**config.mk**
```make
export PLATFORM = sky130hd
export DESIGN_NAME = snoop_loader_flat
export DESIGN_NICKNAME = d
export VERILOG_FILES = /design/src/rtl/snoop_loader_if.sv /design/src/rtl/snoop_loader.sv /design/src/flat_wrapper.sv
export SDC_FILE = /design/constraint.sdc
export NUM_CORES = 1
export LEC_CHECK = 0
export BUFFER_PORTS_ARGS = -buffer_cell sky130_fd_sc_hd__buf_2
export CORE_MARGIN = 2
export CORE_UTILIZATION = 60
export CTS_BUF_LIST = sky130_fd_sc_hd__clkbuf_8
export DETAILED_ROUTE_END_ITERATION = 6
export PLACE_DENSITY = 0.91
export RECOVER_POWER = 50
export SKIP_LAST_GASP = 1
export SYNTH_ARGS = -nofsm -noshare
export SYNTH_HDL_FRONTEND = slang
export SYNTH_SLANG_ARGS = --single-unit
export TNS_END_PERCENT = 5
```
**constraint.sdc**
```tcl
create_clock -name clk -period 5.7 [get_ports clk]
set_clock_uncertainty 0.05 [all_clocks]
set_input_delay 0.855 -clock clk [delete_from_list [all_inputs] [get_ports clk]]
set_output_delay 0.855 -clock clk [all_outputs]
set_load 0.05 [all_outputs]
```
**src/rtl/snoop_loader_if.sv**
```systemverilog
// Image-stream and snoop-write bundle between snoop_loader (master) and its environment (slave).
`timescale 1ns/1ps
interface snoop_loader_if #(
    parameter int AW = 8,
    parameter int DW = 8
);
    logic [DW-1:0] in_data;
    logic          in_valid;
    logic          in_ready;
    logic [AW-1:0] snoopa;
    logic [DW-1:0] snoopd;
    logic          snoopw;
    logic          snoopp;
    logic          snoopm;

    modport master (
        input  in_data, in_valid,
        output in_ready, snoopa, snoopd, snoopw, snoopp, snoopm
    );

    modport slave (
        output in_data, in_valid,
        input  in_ready, snoopa, snoopd, snoopw, snoopp, snoopm
    );
endinterface

```
**src/rtl/snoop_loader.sv**
```systemverilog
// Streams an image into core memory over the snoop port, then releases core reset.
// Define SNOOP_LOADER_CSUM_EN to require a trailing checksum word before release.
//
// state   | meaning
// IDLE    | waiting for start; core held in reset until first successful load
// LOAD    | accepting image words, one snoop write per non-zero word
// CHECK   | (CSUM_EN only) accepting the expected-sum word
// RELEASE | holding core_reset for RELEASE_CYC cycles, then done
`timescale 1ns/1ps
module snoop_loader #(
    parameter int AW          = 8,
    parameter int DW          = 8,
    parameter int RELEASE_CYC = 2
) (
    input  logic          clk,
    input  logic          reset,
    input  logic          start,
    input  logic [AW-1:0] base,
    input  logic [AW:0]   len,
    snoop_loader_if.master bus,
    output logic          core_reset,
    output logic          busy,
    output logic          done,
    output logic          error,
    output logic [AW:0]   count
);
    typedef enum logic [1:0] {
        S_IDLE    = 2'd0,
        S_LOAD    = 2'd1,
        S_RELEASE = 2'd2
`ifdef SNOOP_LOADER_CSUM_EN
        , S_CHECK = 2'd3
`endif
    } state_t;

    localparam logic [AW:0] ONE      = {{AW{1'b0}}, 1'b1};
    localparam logic [3:0]  REL_LOAD = 4'(RELEASE_CYC - 1);

    state_t        state_q, state_d;
    logic [AW-1:0] base_q, base_d;
    logic [AW:0]   len_q, len_d;
    logic [AW:0]   count_q, count_d;
    logic [AW-1:0] snoopa_q, snoopa_d;
    logic [DW-1:0] snoopd_q, snoopd_d;
    logic          snoopw_q, snoopw_d;
    logic          core_reset_q, core_reset_d;
    logic          done_q, done_d;
    logic [3:0]    rel_cnt_q, rel_cnt_d;
    logic          in_ready_w;
    logic          last_word;
`ifdef SNOOP_LOADER_CSUM_EN
    logic [DW-1:0] sum_q, sum_d;
    logic          error_q, error_d;
`endif

    always_ff @(posedge clk or negedge reset) begin
        if (!reset) begin
            state_q      <= S_IDLE;
            base_q       <= '0;
            len_q        <= '0;
            count_q      <= '0;
            snoopa_q     <= '0;
            snoopd_q     <= '0;
            snoopw_q     <= 1'b0;
            core_reset_q <= 1'b1;
            done_q       <= 1'b0;
            rel_cnt_q    <= '0;
`ifdef SNOOP_LOADER_CSUM_EN
            sum_q        <= '0;
            error_q      <= 1'b0;
`endif
        end else begin
            state_q      <= state_d;
            base_q       <= base_d;
            len_q        <= len_d;
            count_q      <= count_d;
            snoopa_q     <= snoopa_d;
            snoopd_q     <= snoopd_d;
            snoopw_q     <= snoopw_d;
            core_reset_q <= core_reset_d;
            done_q       <= done_d;
            rel_cnt_q    <= rel_cnt_d;
`ifdef SNOOP_LOADER_CSUM_EN
            sum_q        <= sum_d;
            error_q      <= error_d;
`endif
        end
    end

`ifdef SNOOP_LOADER_CSUM_EN
    assign in_ready_w = (state_q == S_LOAD) || (state_q == S_CHECK);
`else
    assign in_ready_w = (state_q == S_LOAD);
`endif
    assign last_word = (state_q == S_LOAD) && bus.in_valid && ((count_q + ONE) == len_q);

    always_comb begin
        state_d = state_q;
        case (state_q)
            S_IDLE:    if (start) state_d = (len == '0) ? S_RELEASE : S_LOAD;
`ifdef SNOOP_LOADER_CSUM_EN
            S_LOAD:    if (last_word) state_d = S_CHECK;
            S_CHECK:   if (bus.in_valid) state_d = (bus.in_data == sum_q) ? S_RELEASE : S_IDLE;
`else
            S_LOAD:    if (last_word) state_d = S_RELEASE;
`endif
            S_RELEASE: if (rel_cnt_q == '0) state_d = S_IDLE;
            default:   state_d = S_IDLE;
        endcase
    end

    always_comb begin
        base_d       = base_q;
        len_d        = len_q;
        count_d      = count_q;
        snoopa_d     = snoopa_q;
        snoopd_d     = snoopd_q;
        snoopw_d     = 1'b0;
        core_reset_d = core_reset_q;
        done_d       = 1'b0;
        rel_cnt_d    = rel_cnt_q;
`ifdef SNOOP_LOADER_CSUM_EN
        sum_d        = sum_q;
        error_d      = error_q;
`endif
        if (state_q == S_IDLE && start) begin
            base_d       = base;
            len_d        = len;
            count_d      = '0;
            core_reset_d = 1'b1;
`ifdef SNOOP_LOADER_CSUM_EN
            sum_d        = '0;
            error_d      = 1'b0;
`endif
        end
        // zero words advance the address but suppress the strobe
        if (state_q == S_LOAD && bus.in_valid) begin
            count_d  = count_q + ONE;
            snoopa_d = base_q + count_q[AW-1:0];
            snoopd_d = bus.in_data;
            snoopw_d = |bus.in_data;
`ifdef SNOOP_LOADER_CSUM_EN
            sum_d    = sum_q + bus.in_data;
`endif
        end
`ifdef SNOOP_LOADER_CSUM_EN
        if (state_q == S_CHECK && bus.in_valid && bus.in_data != sum_q) error_d = 1'b1;
`endif
        if (state_d == S_RELEASE && state_q != S_RELEASE) begin
            rel_cnt_d = REL_LOAD;
        end else if (state_q == S_RELEASE) begin
            if (rel_cnt_q == '0) begin
                done_d       = 1'b1;
                core_reset_d = 1'b0;
            end else begin
                rel_cnt_d = rel_cnt_q - 4'd1;
            end
        end
    end

    assign bus.in_ready = in_ready_w;
    assign bus.snoopa   = snoopa_q;
    assign bus.snoopd   = snoopd_q;
    assign bus.snoopw   = snoopw_q;
    assign bus.snoopp   = in_ready_w || snoopw_q;
    assign bus.snoopm   = 1'b0;
    assign core_reset   = core_reset_q;
    assign busy         = (state_q != S_IDLE);
    assign done         = done_q;
    assign count        = count_q;
`ifdef SNOOP_LOADER_CSUM_EN
    assign error        = error_q;
`else
    assign error        = 1'b0;
`endif
endmodule

```
**src/flat_wrapper.sv**
```systemverilog
// flat-port wrapper written by rule: the top's interface ports become plain ports
module snoop_loader_flat 
#(
    parameter int AW          = 8,
    parameter int DW          = 8,
    parameter int RELEASE_CYC = 2
)
  (clk, reset, start, base, len, core_reset, busy, done, error, count, bus_in_data, bus_in_valid, bus_in_ready, bus_snoopa, bus_snoopd, bus_snoopw, bus_snoopp, bus_snoopm);
  snoop_loader_if #(.AW(AW), .DW(DW)) bus_i ();
  input  logic clk;
  input  logic reset;
  input  logic start;
  input  logic [AW-1:0] base;
  input  logic [AW:0] len;
  output logic core_reset;
  output logic busy;
  output logic done;
  output logic error;
  output logic [AW:0] count;
  input wire logic [$bits(bus_i.in_data)-1:0] bus_in_data;
  input wire logic [$bits(bus_i.in_valid)-1:0] bus_in_valid;
  output wire logic [$bits(bus_i.in_ready)-1:0] bus_in_ready;
  output wire logic [$bits(bus_i.snoopa)-1:0] bus_snoopa;
  output wire logic [$bits(bus_i.snoopd)-1:0] bus_snoopd;
  output wire logic [$bits(bus_i.snoopw)-1:0] bus_snoopw;
  output wire logic [$bits(bus_i.snoopp)-1:0] bus_snoopp;
  output wire logic [$bits(bus_i.snoopm)-1:0] bus_snoopm;
  assign bus_i.in_data = bus_in_data;
  assign bus_i.in_valid = bus_in_valid;
  assign bus_in_ready = bus_i.in_ready;
  assign bus_snoopa = bus_i.snoopa;
  assign bus_snoopd = bus_i.snoopd;
  assign bus_snoopw = bus_i.snoopw;
  assign bus_snoopp = bus_i.snoopp;
  assign bus_snoopm = bus_i.snoopm;
  snoop_loader #(.AW(AW), .DW(DW), .RELEASE_CYC(RELEASE_CYC)) u_core (.clk(clk), .reset(reset), .start(start), .base(base), .len(len), .bus(bus_i), .core_reset(core_reset), .busy(busy), .done(done), .error(error), .count(count));
endmodule
```
==> impl_metrics.json <==
{
  "p_clk_share_pct": 16.3,
  "max_slew_margin_pct": -74.40,
  "power_density_mw_per_mm2": 517.5,
  "drive_gt1_share_pct": 26.09,
  "leakage_nw": 1.490,
  "violations": "max-capacitance violations, max-slew violations",
  "cp_top_family": "buffers and inverters",
  "ys_seq_area_share_pct": 48.23,
  "grt_max_degree": 52,
  "p_total_mw": 1.581,
  "cts-hold-fix-buffers": 0,
  "cts_tree": "built",
  "final_common_cell": "buf_2",
  "intPower_mw": 0.8868,
  "fin_crit_ns": 2.894,
  "avgSynthCellArea_um2": 9.958,
  "peakVddDrop_mv": 0.2870,
  "die_h_um": 70.44,
  "grt_pass1_vias": 1917,
  "cts.htree.levels": 2,
  "cp.arrival_ns": 2.71,
  "fin_util_pct": 71.15,
  "critical_path.slowest_cell": "clkbuf_1",
  "end_kind": "asynchronous set/reset pin",
  "startpoint_type": "input pin",
  "dieArea_mm2": 0.004962,
  "first_pass_iters": 4,
  "yosysWarnings": 0,
  "rsz0062_at_grt": "no",
  "fillers": 324,
  "p_sw_mw": 0.6942,
  "switching_share_pct": 43.91,
  "dp_hpwl_um": 3871,
  "min_period_over_period_pct": 50.77,
  "finalSetupViolCount": 0,
  "holdCritPathClass": "register to register",
  "grt_use_total_pct": 22.81,
  "tightestPinTransition_ns": 2.616,
  "drv_slew": 52,
  "ant_nets": 0,
  "setup_tns_ns": 0,
  "insertion_delay_ns": 0.31,
  "synth_ff_type": "dfrtp_1",
  "synth_cells": 266,
  "critPathMaxFanout": 51,
  "routed_via_density": 5.505,
  "outcome": "finished with violations",
  "routed_wl_um": 5308,
  "path_buf_inv": 1,
  "async_flop_share_pct": 100.0,
  "hold_violations": 0,
  "cts-root-buf": "clkbuf_8",
  "drv_cap": 1,
  "cts_resized": 0,
  "clkTransAtPathRegs_ns": 0.08,
  "ios": 62,
  "place.gp.congestion": 0.7999,
  "placement.io_buffers": 59,
  "design.core.area_mm2": 0.004294,
  "synthesis.area_mm2": 0.002649,
  "clock.fmax_mhz": 345.6,
  "drc": 0,
  "post_synth_num_cell_types": 46,
  "cts.sinks": 51,
  "wl_per_cell_um": 14.19,
  "drt_iter0_drc": 129,
  "cts.path.max_buffers": 2,
  "num_antenna_cells": 0,
  "antenna_found_initial": 0,
  "path_class": "input pin to asynchronous set/reset pin",
  "critPathMaxStageDelay_ns": 1.82,
  "synth_edf_count": 0,
  "grt_pass1_wl_um": 8866,
  "final_cell_mix": "58 x buf_2, 50 x dfrtp_1, 47 x nand2_1",
  "cp_data_required_time_ns": 5.51,
  "die_w_um": 70.44,
  "rows": 24,
  "grt_overflow": 0,
  "post_cts_buffers": 0,
  "start_util_pct": 61.68,
  "ys_ff_latch": 51,
  "power_frac_comb_pct": 46.5,
  "path_cells": "clkbuf_1",
  "num_vias": 2059,
  "seqPwrFrac_pct": 37.3,
  "fin_nets": 360,
  "area_growth_pct": 15.35,
  "numCtsBuffers": 5
}
-- logic make-up (layout without fill, tap and decap cells) --
kind of cell / after synthesis / in the layout / synth area share [%]
buffers and inverters: 24 / 79 / 4.487
other: 1 / 2 / 0.1416
muxes: 16 / 16 / 6.755
xor gates and xnor gates: 20 / 20 / 6.613
AOI/OAI and AO/OA: 45 / 45 / 10.72
adders and majority gates: 11 / 11 / 5.432
and+or+nand+nor: 98 / 98 / 17.62
DFF: 51 / 51 / 48.23
-- area by class of cell --
| type | instances | area [um^2] | share of cell area [%] |
|---|---|---|---|
| Clock inverter | 2 | 35.03 | 1.147 |
| Timing Repair Buffer | 60 | 297.8 | 9.746 |
| Tap cell | 52 | 65.06 | 2.129 |
| Sequential cell | 51 | 1277 | 41.81 |
| Multi-Input combinational cell | 192 | 1256 | 41.11 |
| Clock buffer | 6 | 82.58 | 2.703 |
| Inverter | 11 | 41.29 | 1.351 |
-- routing by layer --
| layer | track usage [%] | up-vias | routed length, um |
|---|---|---|---|
| met5 | 0 | - | 0 |
| met4 | 4.487 | 0 | 33 |
| met3 | 5.916 | 5 | 284 |
| met2 | 36.69 | 70 | 2569 |
| met1 | 31.59 | 974 | 2420 |
| li1 | - | 1010 | - |
-- synth_stat cells, types with 2 or more instances --
library cell	n	area share (%)
a21oi_1	8	1.5
or2_1	2	0.47
nor4_1	5	1.2
nand2b_1	4	0.94
clkbuf_1	6	0.85
a31oi_2	2	0.94
nand3_1	3	0.57
o31ai_1	4	1.1
ha_1	9	4.3
and3_1	2	0.47
dfrtp_1	50	47
mux2_2	9	3.8
inv_1	11	1.6
o21ai_1	5	0.94
nand2_1	47	6.7
buf_4	3	0.85
nor3_1	5	0.94
mux2_1	6	2.6
xnor2_1	11	3.6
buf_6	2	0.85
a21o_1	2	0.57
xor2_1	9	3.0
nor2_1	16	2.3
nand4_1	2	0.47
and2_1	2	0.47
buf_2	2	0.38
o21ai_0	19	3.6
nand3b_1	2	0.57
-- registers in the layout, summed over array words and instances, names as in the netlist --
register           flops
u_core.base_q          8
u_core.core_reset      1
u_core.done            1
u_core.rel_cnt_q       4
u_core.bus.snoopd      8
u_core.len_q           9
u_core.bus.snoopa      8
u_core.bus.snoopw      1
u_core.state_q         2
u_core.count           9
-- worst paths after layout --
path / slack (ns) / cells past startpoint / start / endpoint
worst min register to register: 0.43 / 2 / u_core.bus.snoopa[2]$_DFFE_PN0P_ / u_core.bus.snoopa[2]$_DFFE_PN0P_
worst min-delay path: 0.43 / 2 / u_core.bus.snoopa[2]$_DFFE_PN0P_ / u_core.bus.snoopa[2]$_DFFE_PN0P_
max in group clk: 3.06 / 7 / start / u_core.count[6]$_DFFE_PN0P_
worst max register to register: 3.06 / 6 / u_core.state_q[0]$_DFF_PN0_ / u_core.count[6]$_DFFE_PN0P_
worst max-delay path: 2.81 / 1 / reset / u_core.count[8]$_DFFE_PN0P_
min in group asynchronous: 1.30 / 1 / reset / u_core.base_q[3]$_DFFE_PN0P_
-- stage by stage --
stage | hold WS (ns) | worst slack, ns | instances | cell area [um^2]
CTS | 0.4347 | 3.146 | 374 | 3060
detailed placement | 0.4149 | 2.914 | 366 | 2943
global route | 0.4610 | 2.257 | 374 | 3055
global placement | 0.4044 | 2.976 | 366 | 2943
finish | 0.4317 | 2.806 | 374 | 3055
floorplan | 0.4123 | 3.350 | 267 | 2653
-- power by group through the flow --
| stage | Combinational (mW) | Sequential [mW] | Clock, mW |
|---|---|---|---|
| 6_report | 0.735 | 0.589 | 0.257 |
| 5_1_grt | 0.811 | 0.605 | 0.279 |
| 3_3_place_gp | 0.716 | 0.588 | 0 |
| 4_1_cts | 0.741 | 0.588 | 0.264 |
| 2_1_floorplan | 0.405 | 0.764 | 0 |
| 3_5_place_dp | 0.738 | 0.595 | 0 |
(Power assumes the default switching activity.)
